<file path="config.mk">
export PLATFORM = sky130hd
export DESIGN_NAME = fp16_mul_arbiter
export DESIGN_NICKNAME = d
export VERILOG_FILES = /design/src/rtl/fp16_mul_arbiter_pkg.sv /design/src/rtl/fp16_mul_arbiter_rr_pick.sv /design/src/rtl/fp16_mul_arbiter.sv
export SDC_FILE = /design/constraint.sdc
export NUM_CORES = 1
export LEC_CHECK = 0
export CAP_MARGIN = 30
export CORE_MARGIN = 1
export CORE_UTILIZATION = 42
export CTS_BUF_LIST = sky130_fd_sc_hd__clkbuf_2
export CTS_CLUSTER_DIAMETER = 120
export DETAILED_ROUTE_END_ITERATION = 8
export GPL_ROUTABILITY_DRIVEN = 0
export PLACE_DENSITY_LB_ADDON = 0.2
export SYNTH_ARGS = -nofsm -noshare
export SYNTH_HDL_FRONTEND = slang
export SYNTH_SLANG_ARGS = --single-unit
</file>
<file path="constraint.sdc">
create_clock -name clk -period 9.7 [get_ports clk]
set_input_delay 1.94 -clock clk [delete_from_list [all_inputs] [get_ports clk]]
set_output_delay 1.94 -clock clk [all_outputs]
set_load 0.02 [all_outputs]
</file>
<file path="src/rtl/fp16_mul_arbiter_pkg.sv">
// fp16_mul_pkg: shared fp16 constants and the multiplier tag type
package fp16_mul_pkg;
  localparam int FP16_W = 16;
  localparam logic [FP16_W-1:0] FP16_ONE = 16'h3C00;
  localparam logic [FP16_W-1:0] FP16_ZERO = 16'h0000;
  localparam int MUL_LAT_DEFAULT = 2;
  localparam int TAG_ID_W = 3;
  typedef struct packed {
    logic vld;
    logic [TAG_ID_W-1:0] id;
  } mul_tag_t;
endpackage

</file>
<file path="src/rtl/fp16_mul_arbiter_rr_pick.sv">
// rr_pick: combinational round-robin picker, first request at or after ptr wins
module rr_pick #(
  parameter int N = 4,
  parameter int IW = $clog2(N)
) (
  input  logic [N-1:0]  req,
  input  logic [IW-1:0] ptr,
  output logic [N-1:0]  gnt,
  output logic [IW-1:0] gnt_idx
);
  logic w_found;
  // scan from the farthest offset down so the nearest request to ptr is the last writer
  always_comb begin
    w_found = 1'b0;
    gnt_idx = '0;
    for (int k = N - 1; k >= 0; k--) begin
      if (req[(int'(ptr) + k) % N]) begin
        w_found = 1'b1;
        gnt_idx = IW'((int'(ptr) + k) % N);
      end
    end
    gnt = w_found ? (N'(1) << gnt_idx) : '0;
  end
endmodule

</file>
<file path="src/rtl/fp16_mul_arbiter.sv">
// fp16_mul_arbiter: round-robin sharing of one fixed-latency fp16 multiplier; optional MUL_ARB_STATS_EN counters
module fp16_mul_arbiter
  import fp16_mul_pkg::*;
#(
  parameter int N_REQ = 4,
  parameter int ID_W = 2,
  parameter int MUL_LAT = MUL_LAT_DEFAULT
) (
  input  logic                    clk,
  input  logic                    rst,
  input  logic                    issue_en,
  input  logic [N_REQ-1:0]        req_valid,
  input  logic [FP16_W*N_REQ-1:0] req_a,
  input  logic [FP16_W*N_REQ-1:0] req_b,
  output logic [N_REQ-1:0]        req_ready,
  output logic [N_REQ-1:0]        res_valid,
  output logic [FP16_W-1:0]       res_data,
  output logic                    busy,
  output logic [FP16_W-1:0]       mul_a,
  output logic [FP16_W-1:0]       mul_b,
  output logic                    mul_en,
`ifdef MUL_ARB_STATS_EN
  output logic [15:0]             stat_ops,
  output logic [15:0]             stat_conflicts,
`endif
  input  logic [FP16_W-1:0]       mul_out
);
  logic [ID_W-1:0]  r_rr_ptr;
  logic [ID_W-1:0]  w_idx;
  logic [N_REQ-1:0] w_gnt;
  logic             w_acc;
  logic             w_any_vld;
  mul_tag_t         r_tag [0:MUL_LAT];
  rr_pick #(.N(N_REQ), .IW(ID_W)) u_pick (
    .req(req_valid),
    .ptr(r_rr_ptr),
    .gnt(w_gnt),
    .gnt_idx(w_idx)
  );
  assign req_ready = (issue_en && !rst) ? w_gnt : '0;
  assign w_acc = |(req_ready & req_valid);
  // an op counts as outstanding until its res_valid cycle has ended
  always_comb begin
    w_any_vld = 1'b0;
    for (int k = 0; k <= MUL_LAT; k++) w_any_vld = w_any_vld | r_tag[k].vld;
    busy = w_any_vld | mul_en | (|res_valid);
  end
  // issue to the multiplier, shift the tag pipe, and capture mul_out when the head tag is valid
  always_ff @(posedge clk or posedge rst) begin
    if (rst) begin
      r_rr_ptr <= '0;
      mul_en <= 1'b0;
      mul_a <= FP16_ZERO;
      mul_b <= FP16_ZERO;
      res_valid <= '0;
      res_data <= FP16_ZERO;
      for (int k = 0; k <= MUL_LAT; k++) r_tag[k] <= '0;
    end else begin
      mul_en <= w_acc;
      if (w_acc) begin
        mul_a <= req_a[FP16_W*w_idx +: FP16_W];
        mul_b <= req_b[FP16_W*w_idx +: FP16_W];
        r_rr_ptr <= (w_idx == ID_W'(N_REQ - 1)) ? '0 : w_idx + 1'b1;
      end
      r_tag[0] <= {w_acc, TAG_ID_W'(w_idx)};
      for (int k = 1; k <= MUL_LAT; k++) r_tag[k] <= r_tag[k-1];
      res_valid <= r_tag[MUL_LAT].vld ? (N_REQ'(1) << r_tag[MUL_LAT].id) : '0;
      if (r_tag[MUL_LAT].vld) res_data <= mul_out;
    end
  end
`ifdef MUL_ARB_STATS_EN
  logic w_conflict;
  assign w_conflict = issue_en && ((req_valid & (req_valid - 1'b1)) != '0);
  // accept count wraps, contention count saturates
  always_ff @(posedge clk or posedge rst) begin
    if (rst) begin
      stat_ops <= '0;
      stat_conflicts <= '0;
    end else begin
      if (w_acc) stat_ops <= stat_ops + 1'b1;
      if (w_conflict && stat_conflicts != 16'hFFFF) stat_conflicts <= stat_conflicts + 1'b1;
    end
  end
`endif
endmodule

</file>
==> results of run 1 <==
report_power, final:
| part | leakage [nW] | total [mW] | internal [mW] | switching, mW |
|---|---|---|---|---|
| logic | 1.57 | 0.740 | 0.369 | 0.371 |
| clock network | 0.0779 | 0.185 | 0.0854 | 0.0997 |
| registers | 0.778 | 0.436 | 0.367 | 0.0683 |
| total | 2.43 | 1.36 | 0.822 | 0.539 |
through the flow:
stage           util  power, mW
2_1_floorplan      -      0.835
3_3_place_gp   0.712       1.15
3_5_place_dp   0.723       1.18
4_1_cts        0.740       1.37
5_1_grt        0.740       1.44
6_report       0.740       1.36
worst register-to-register path: stages (launching register included):
cell       delay [ns]
dfrtp_1          0.50
mux2i_1          0.34
o2bb2ai_2        0.13
buf_4            0.33
nor2_1           0.09
ha_1             0.22
nand2_1          0.13
nand3_1          0.09
nand2_1          0.44
buf_16           0.23
o221ai_1         0.14
layout by cell type, fill, tap and decap left out, types with 2 or more instances in the layout:
cell type / n
clkdlybuf4s50_1: 208
dfrtp_1: 63
nand3_1: 34
mux2i_1: 33
a21o_1: 33
inv_1: 32
o21ai_0: 32
o221ai_1: 32
mux2_2: 18
clkbuf_2: 10
nor2_1: 8
buf_4: 6
nand2_1: 5
nor3_1: 3
buf_16: 3
nand2b_1: 2
nor3b_1: 2
and3_1: 2
clkinvlp_4: 2
bufinv_16: 2
clkinv_2: 2
area by class of cell:
type                            count  area (µm²)  area share
Tap cell                          102         128      0.0220
Clock inverter                      6        85.1      0.0146
Multi-Input combinational cell    217        1640       0.282
Sequential cell                    63        1580       0.271
Inverter                           33         124      0.0213
Clock buffer                       10        50.0     0.00862
Timing Repair Buffer              217        2210       0.380
sequential cells by signal, summed over array words and instances (netlist names):
register	flops
mul_a	16
mul_b	16
r_rr_ptr	2
r_tag	9
res_data	16
res_valid	4
worst max-delay path by stage:
stage | cells after the start | endpoint | from | slack [ns]
3_3_place_gp | 8 | req_ready[2] | req_valid[3] | 3.16
4_1_cts | 8 | req_ready[2] | req_valid[3] | 3.06
3_5_place_dp | 8 | req_ready[2] | req_valid[3] | 3.08
5_1_grt | 8 | req_ready[2] | req_valid[3] | 2.93
2_1_floorplan | 5 | req_ready[1] | rst | 3.38
6_report | 8 | req_ready[2] | req_valid[3] | 3.06
kinds of logic after synthesis:
kind of cell,after synthesis,share of synthesized area
buffers and inverters,59,0.0707
adders and majority gates,1,0.00363
DFF,63,0.457
and+or+nand+nor,62,0.0929
AOI/OAI and AO/OA,103,0.221
muxes,51,0.155
routing by layer:
layer	routed length [µm]	part of all wire	track usage	vias up
li1	-	-	-	1648
met1	4480	0.39	0.319	1711
met2	5820	0.50	0.472	175
met3	865	0.075	0.0673	32
met4	367	0.032	0.129	0
met5	0	0	0	-
==> results.txt, run 1 <==
----------------------------------------------------
[Status]
  Result of the run ... complete, no violations

[Synthesis]
  Leading post-synthesis cells by instance count ... dfrtp_1, nand3_1, a21o_1, inv_1, mux2i_1
  Primary FF master, synth ... dfrtp_1
  Synthesized netlist cell count ... 339
  Count of yosys warnings during synthesis ... 0
  Avg Synthesized Cell Area ... 10.2 µm²
  Number of distinct standard cells referenced by the synthesized netlist ... 30
  Most frequent cell after synthesis ... dfrtp_1
  Count of flip-flops with a built-in enable after synthesis ... 0
  Top cells by area in the synthesized netlist ... dfrtp_1, mux2i_1, o221ai_1
  Total standard cell area after synthesis ... 3450 µm²
  Share of synthesized registers carrying an async set or reset ... 1.00
  Share of the yosys chip area belonging to registers ... 0.457
  Net count after synthesis ... roughly 490
  Fraction of post-synthesis cell area in the top cell type by area ... 0.457
  Post-synth top area cell ... dfrtp_1
  Flop and latch count out of synthesis ... between 60 and 70

[Layout]
  Number of nets in the finished design ... 693
  Signed area change from the synthesized netlist to the final layout ... 68.4%
  Number of standard cells in the final layout excluding fillers ... 648
  Number of fillers in the final layout ... between 600 and 700
  Antenna diodes ... 0
  Cell area after layout ... 5810 µm²
  Fraction of layout instances using a drive strength above 1 ... 0.0934

[Setup path]
  Count of buffering cells on the critical path with inverters included ... 4
  Worst Path Required ... ~7.8 ns
  Maximum fanout encountered on the critical timing path ... 35
  Worst-path cell chain ... clkdlybuf4s50_1 -> mux2i_1 -> o2bb2ai_2 -> buf_4 -> nor2_4 -> buf_4 -> nor2b_1 -> clkdlybuf4s50_1
  CP delay by family, top ... buffers and inverters
  Worst setup EP type ... primary output
  Worst r2r path cells ... 10
  Register-to-register path setup slack ... 6.92 ns
  Crit path arrival time ... 4.70 ns
  Biggest cell delay along the critical path ... 0.60 ns
  Slowest stage cell on the critical path ... clkdlybuf4s50_1
  Launch point of the worst reg-to-reg path ... r_rr_ptr[1]$_DFFE_PP0P_
  Sort of element at the start of the critical path ... input pin
  Worst r2r dst ... mul_b[4]$_DFFE_PP0P_
  Category of the critical setup timing path ... in2out

[Clock tree]
  Latest clock arrival within the worst-skew pair ... 0.48 ns
  Number of buffers added for setup after CTS ... 0
  Inserted Clock Buffers ... 9
  Count of cells resized by post-cts repair ... 0
  Number of sinks on the clock net ... 63
  Maximum buffer depth of the clock tree ... 2
  Clock-pin transition on the worst setup and hold timing paths ... 0.17 ns
  Hold-fix buffers at CTS ... 0
  Clock tree from TritonCTS ... yes
  CTS Root Buffer Type ... clkbuf_2
  H-tree depth ... 3

[Floorplanning]
  Die area ... ~8600 µm²
  Core Footprint ... about 8000 µm²
  Initial Util ... 0.440
  # rows ... 32
  Top Ports ... 209
  Floorplan die height ... 92.6 µm
  Die span in x ... 92.6 µm

[Drt]
  Starting DRT DRC Count ... between 100 and 150
  Post-detailed-route DRC marker count ... 0
  Wire length reported by the detailed router ... 11.5 mm
  1st-pass router iterations ... 4
  Average wire length per cell after detail routing ... 17.8 µm
  Vias per inst ... roughly 5.5
  Antenna-violating nets left ... 0
  Via count ... between 3000 and 4000

[Placement]
  Worst setup slack after placement ... between 3 and 4 ns
  Area post-placement ... between 5000 and 6000 µm²
  DP Cell Count ... 632
  Port bufs ... 208
  Post-DP HPWL ... about 8.4 mm

[GRT]
  Pin count of the biggest net entering global routing ... 64
  Congestion Overflow GR ... 0
  Aggregate global-route resource usage ... 0.274
  Number of global-route vias before repair ... between 3000 and 4000
  Global-route wire length before repair ... 18.1 mm
  Number of antenna violations at the first check in global routing ... 0

[STA]
  Max frequency ... 0.151 GHz
  Final Hold Fails ... 0
  Setup total negative slack ... 0 ns
  Fin worst setup slack ... about 3.1 ns
  Minimum clock period after layout ... around 6.6 ns
  Tightest slew margin relative to the limit ... 0.460
  Unrepaired setup endpoints after global routing ... false
  Post-route clock period utilization ... 0.684
  Final count of pins violating max slew ... 0
  Clock tree skew after final layout ... roughly 0.018 ns
  Setup violators final ... 0
  Min Hold Slack ... approximately 0.37 ns
  Worst slew pin tran ... 0.810 ns

[Power]
  Peak supply drop ... 0.169 mV
  Leakage power ... 2.43 nW
  Power per cell area ... between 200 and 250 nW/µm²

[Hold path]
  Min-Delay Startpoint ... r_tag[4]$_DFF_PP0_
  Count of cells along the worst hold path ... 0
  Hold Path Class ... reg2reg
  Capture endpoint of the worst hold path ... r_tag[0]$_DFF_PP0_

[Run]
  Number of max-cap violations ... 0

----------------------------------------------------
(Power assumes the default switching activity.)
==> run 2, diff against run 1 <==
CORE_UTILIZATION = 39   (was 42)
clock period = 6.35 ns   (was 9.7 ns; I/O delays follow)
==> run 2 against run 1 <==
Net effect: cell count grew 0.46%; register-to-register slack worse by 3.6 ns; clock-buffer cell count is 1 lower; largest power group unchanged; die area grew 7.5%; setup slack got worse by 1.6 ns; combinational power up 53%; clock power grew 33%; critical endpoint is now req_ready[1]; final area decreased by 0.56%; global-route usage fell by 2.0 points; power rose by 50%; non-clock buffer count unchanged; clock skew up 0.0046 ns.
==> results.txt, run 2 (synthesis gave the netlist of run 1 again) <==
----------------------------------------------------
[Clock tree]
  Number of sinks on the clock net ... 63 (unchanged)
  H-tree depth ... 3 (unchanged)
  Clock-pin transition on the worst setup and hold timing paths ... 0.18 ns (about the same)
  Count of cells resized by post-cts repair ... 0 (unchanged)
  Number of buffers added for setup after CTS ... 0 (unchanged)
  Maximum buffer depth of the clock tree ... 2 (unchanged)
  CTS Root Buffer Type ... clkbuf_2
  Inserted Clock Buffers ... 9 (unchanged)
  Clock tree from TritonCTS ... yes
  Hold-fix buffers at CTS ... 0 (unchanged)
  Latest clock arrival within the worst-skew pair ... 0.47 ns (about the same)

[STA]
  Worst slew pin tran ... 0.738 ns (-0.0719 ns)
  Unrepaired setup endpoints after global routing ... false
  Max frequency ... 0.203 GHz
  Final Hold Fails ... 0 (unchanged)
  Tightest slew margin relative to the limit ... 0.508 (+0.0479)
  Setup violators final ... 0 (unchanged)
  Final count of pins violating max slew ... 0 (unchanged)
  Minimum clock period after layout ... 4.93 ns
  Setup total negative slack ... 0 ns (unchanged)
  Clock tree skew after final layout ... 0.0230 ns (+0.00459 ns)
  Post-route clock period utilization ... 0.776

[Layout]
  Most frequent standard cell in the layout excluding fill and tap cells ... clkdlybuf4s50_1
  Number of nets in the finished design ... 693 (unchanged)
  Fraction of layout instances using a drive strength above 1 ... 0.0916 (-0.00183)
  Leading registers by flop count ... mul_a: 16 flops, mul_b: 16 flops, res_data: 16 flops
  Footprint of the multi-input gates ... 1640 µm² (unchanged)
  Sequential cell area ... 1580 µm² (unchanged)
  Number of standard cells in the final layout excluding fillers ... 651 (+0.46%)
  Finished Core Util ... 0.689 (-0.0511)
  Signed area change from the synthesized netlist to the final layout ... 67.4%
  Antenna diodes ... 0 (unchanged)
  Most frequent cells in the layout ... clkdlybuf4s50_1, dfrtp_1, nand3_1
  Number of fillers in the final layout ... 674 (+11%)

[Placement]
  Post-DP HPWL ... 8.18 mm (-3.0%)
  Port bufs ... 208 (unchanged)
  DP Cell Count ... 635 (+0.47%)

[GRT]
  Number of global-route vias before repair ... 3476 (-5.5%)
  Pin count of the biggest net entering global routing ... 61 (-4.7%)
  Number of antenna violations at the first check in global routing ... 1 (+1)
  Aggregate global-route resource usage ... 0.254 (-0.0203)
  Global-route wire length before repair ... 17.5 mm (-3.0%)
  Congestion Overflow GR ... 0 (unchanged)

[Setup path]
  Worst Path Required ... 5.08 ns (-2.68 ns)
  Slowest stage cell on the critical path ... or4_1
  Cell seen most often among critical-path stages ... clkdlybuf4s50_1
  Maximum fanout encountered on the critical timing path ... 34 (-2.9%)
  Worst-path cell chain ... clkdlybuf4s50_1 -> or4_1 -> and3_1 -> o21ai_2 -> buf_4 -> nor3_1 -> clkdlybuf4s50_1
  Category of the critical setup timing path ... in2out
  Biggest cell delay along the critical path ... 0.58 ns (-0.02 ns)
  Sort of element at the start of the critical path ... input pin
  Worst setup EP type ... primary output
  Crit path arrival time ... 3.66 ns (-1.04 ns)

[Power]
  Peak supply drop ... 0.340 mV (+100%)
  Power per cell area ... 352 nW/µm² (+50%)
  Design Power ... 2.04 mW (+50%)
  Leakage power ... 2.40 nW (-1.0%)

[Drt]
  Vias per inst ... 5.37 (-2.4%)
  1st-pass router iterations ... 4 (unchanged)
  Wire length reported by the detailed router ... 11.3 mm (-2.4%)
  Via count ... 3495 (-2.0%)
  Average wire length per cell after detail routing ... 17.3 µm (-2.8%)
  Post-detailed-route DRC marker count ... 0 (unchanged)
  Antenna-violating nets left ... 0 (unchanged)
  Starting DRT DRC Count ... 125 (+5.9%)

[Floorplanning]
  Core Footprint ... 8380 µm² (+6.8%)
  Die area ... 9220 µm² (+7.5%)
  Initial Util ... 0.412 (-0.0280)
  # rows ... 33 (+3.1%)
  Floorplan die height ... 96.0 µm (+3.7%)
  Die span in x ... 96.0 µm (+3.7%)
  Top Ports ... 209 (unchanged)

[Run]
  Number of max-cap violations ... 0 (unchanged)

[Hold path]
  Hold Path Class ... reg2reg

[Status]
  Result of the run ... complete, no violations

----------------------------------------------------
-- run 2: area by class of cell --
type,count,area share
sequential,63,0.273
tap,105,0.0227
clock buffer,9,0.00780
multi-input combinational,217,0.283
timing repair buffer,217,0.379
inverter,33,0.0214
clock inverter,7,0.0128
-- run 2: metal layers --
metal  vias to the layer above  routed length [µm]  track usage  part of all wire
li1                       1651                   -            -                 -
met1                      1666                4420        0.302              0.39
met2                       154                5700        0.434              0.51
met3                        24                 873       0.0600             0.078
met4                         0                 264        0.111             0.023
met5                         -                   0            0                 0
-- run 2: path summary, 6_finish.rpt --
path	cells past startpoint	start	to	slack [ns]
setup reg to reg	7	r_rr_ptr[1]$_DFFE_PP0P_	r_rr_ptr[1]$_DFFE_PP0P_	3.34
hold / removal	0	r_tag[4]$_DFF_PP0_	r_tag[0]$_DFF_PP0_	0.37
min in group asynchronous	2	rst	mul_a[5]$_DFFE_PP0P_	0.98
setup / recovery	7	req_valid[1]	req_ready[1]	1.42
hold reg to reg	0	r_tag[4]$_DFF_PP0_	r_tag[0]$_DFF_PP0_	0.37
max in group asynchronous	3	rst	r_tag[4]$_DFF_PP0_	4.42
-- run 2: critical path: cells and delay by family --
family	cells	cell delay (ns)
AOI/OAI and AO/OA	1	0.06
buffers and inverters	3	1.42
and+or+nand+nor	3	0.89
-- run 2: stage by stage --
step | hold WS [ns] | instance area (µm²) | setup WS (ns)
floorplan | 0.331 | 3450 | 1.37
global placement | 0.332 | 5600 | 1.48
detailed placement | 0.336 | 5660 | 1.43
CTS | 0.376 | 5780 | 1.43
global route | 0.380 | 5780 | 1.32
finish | 0.367 | 5780 | 1.42
-- run 2: report_power, final --
part	leakage [nW]	internal, mW	total, mW	switching (mW)
registers	0.778	0.561	0.663	0.102
logic	1.56	0.561	1.13	0.566
clock network	0.0618	0.0905	0.246	0.155
total	2.40	1.21	2.04	0.823
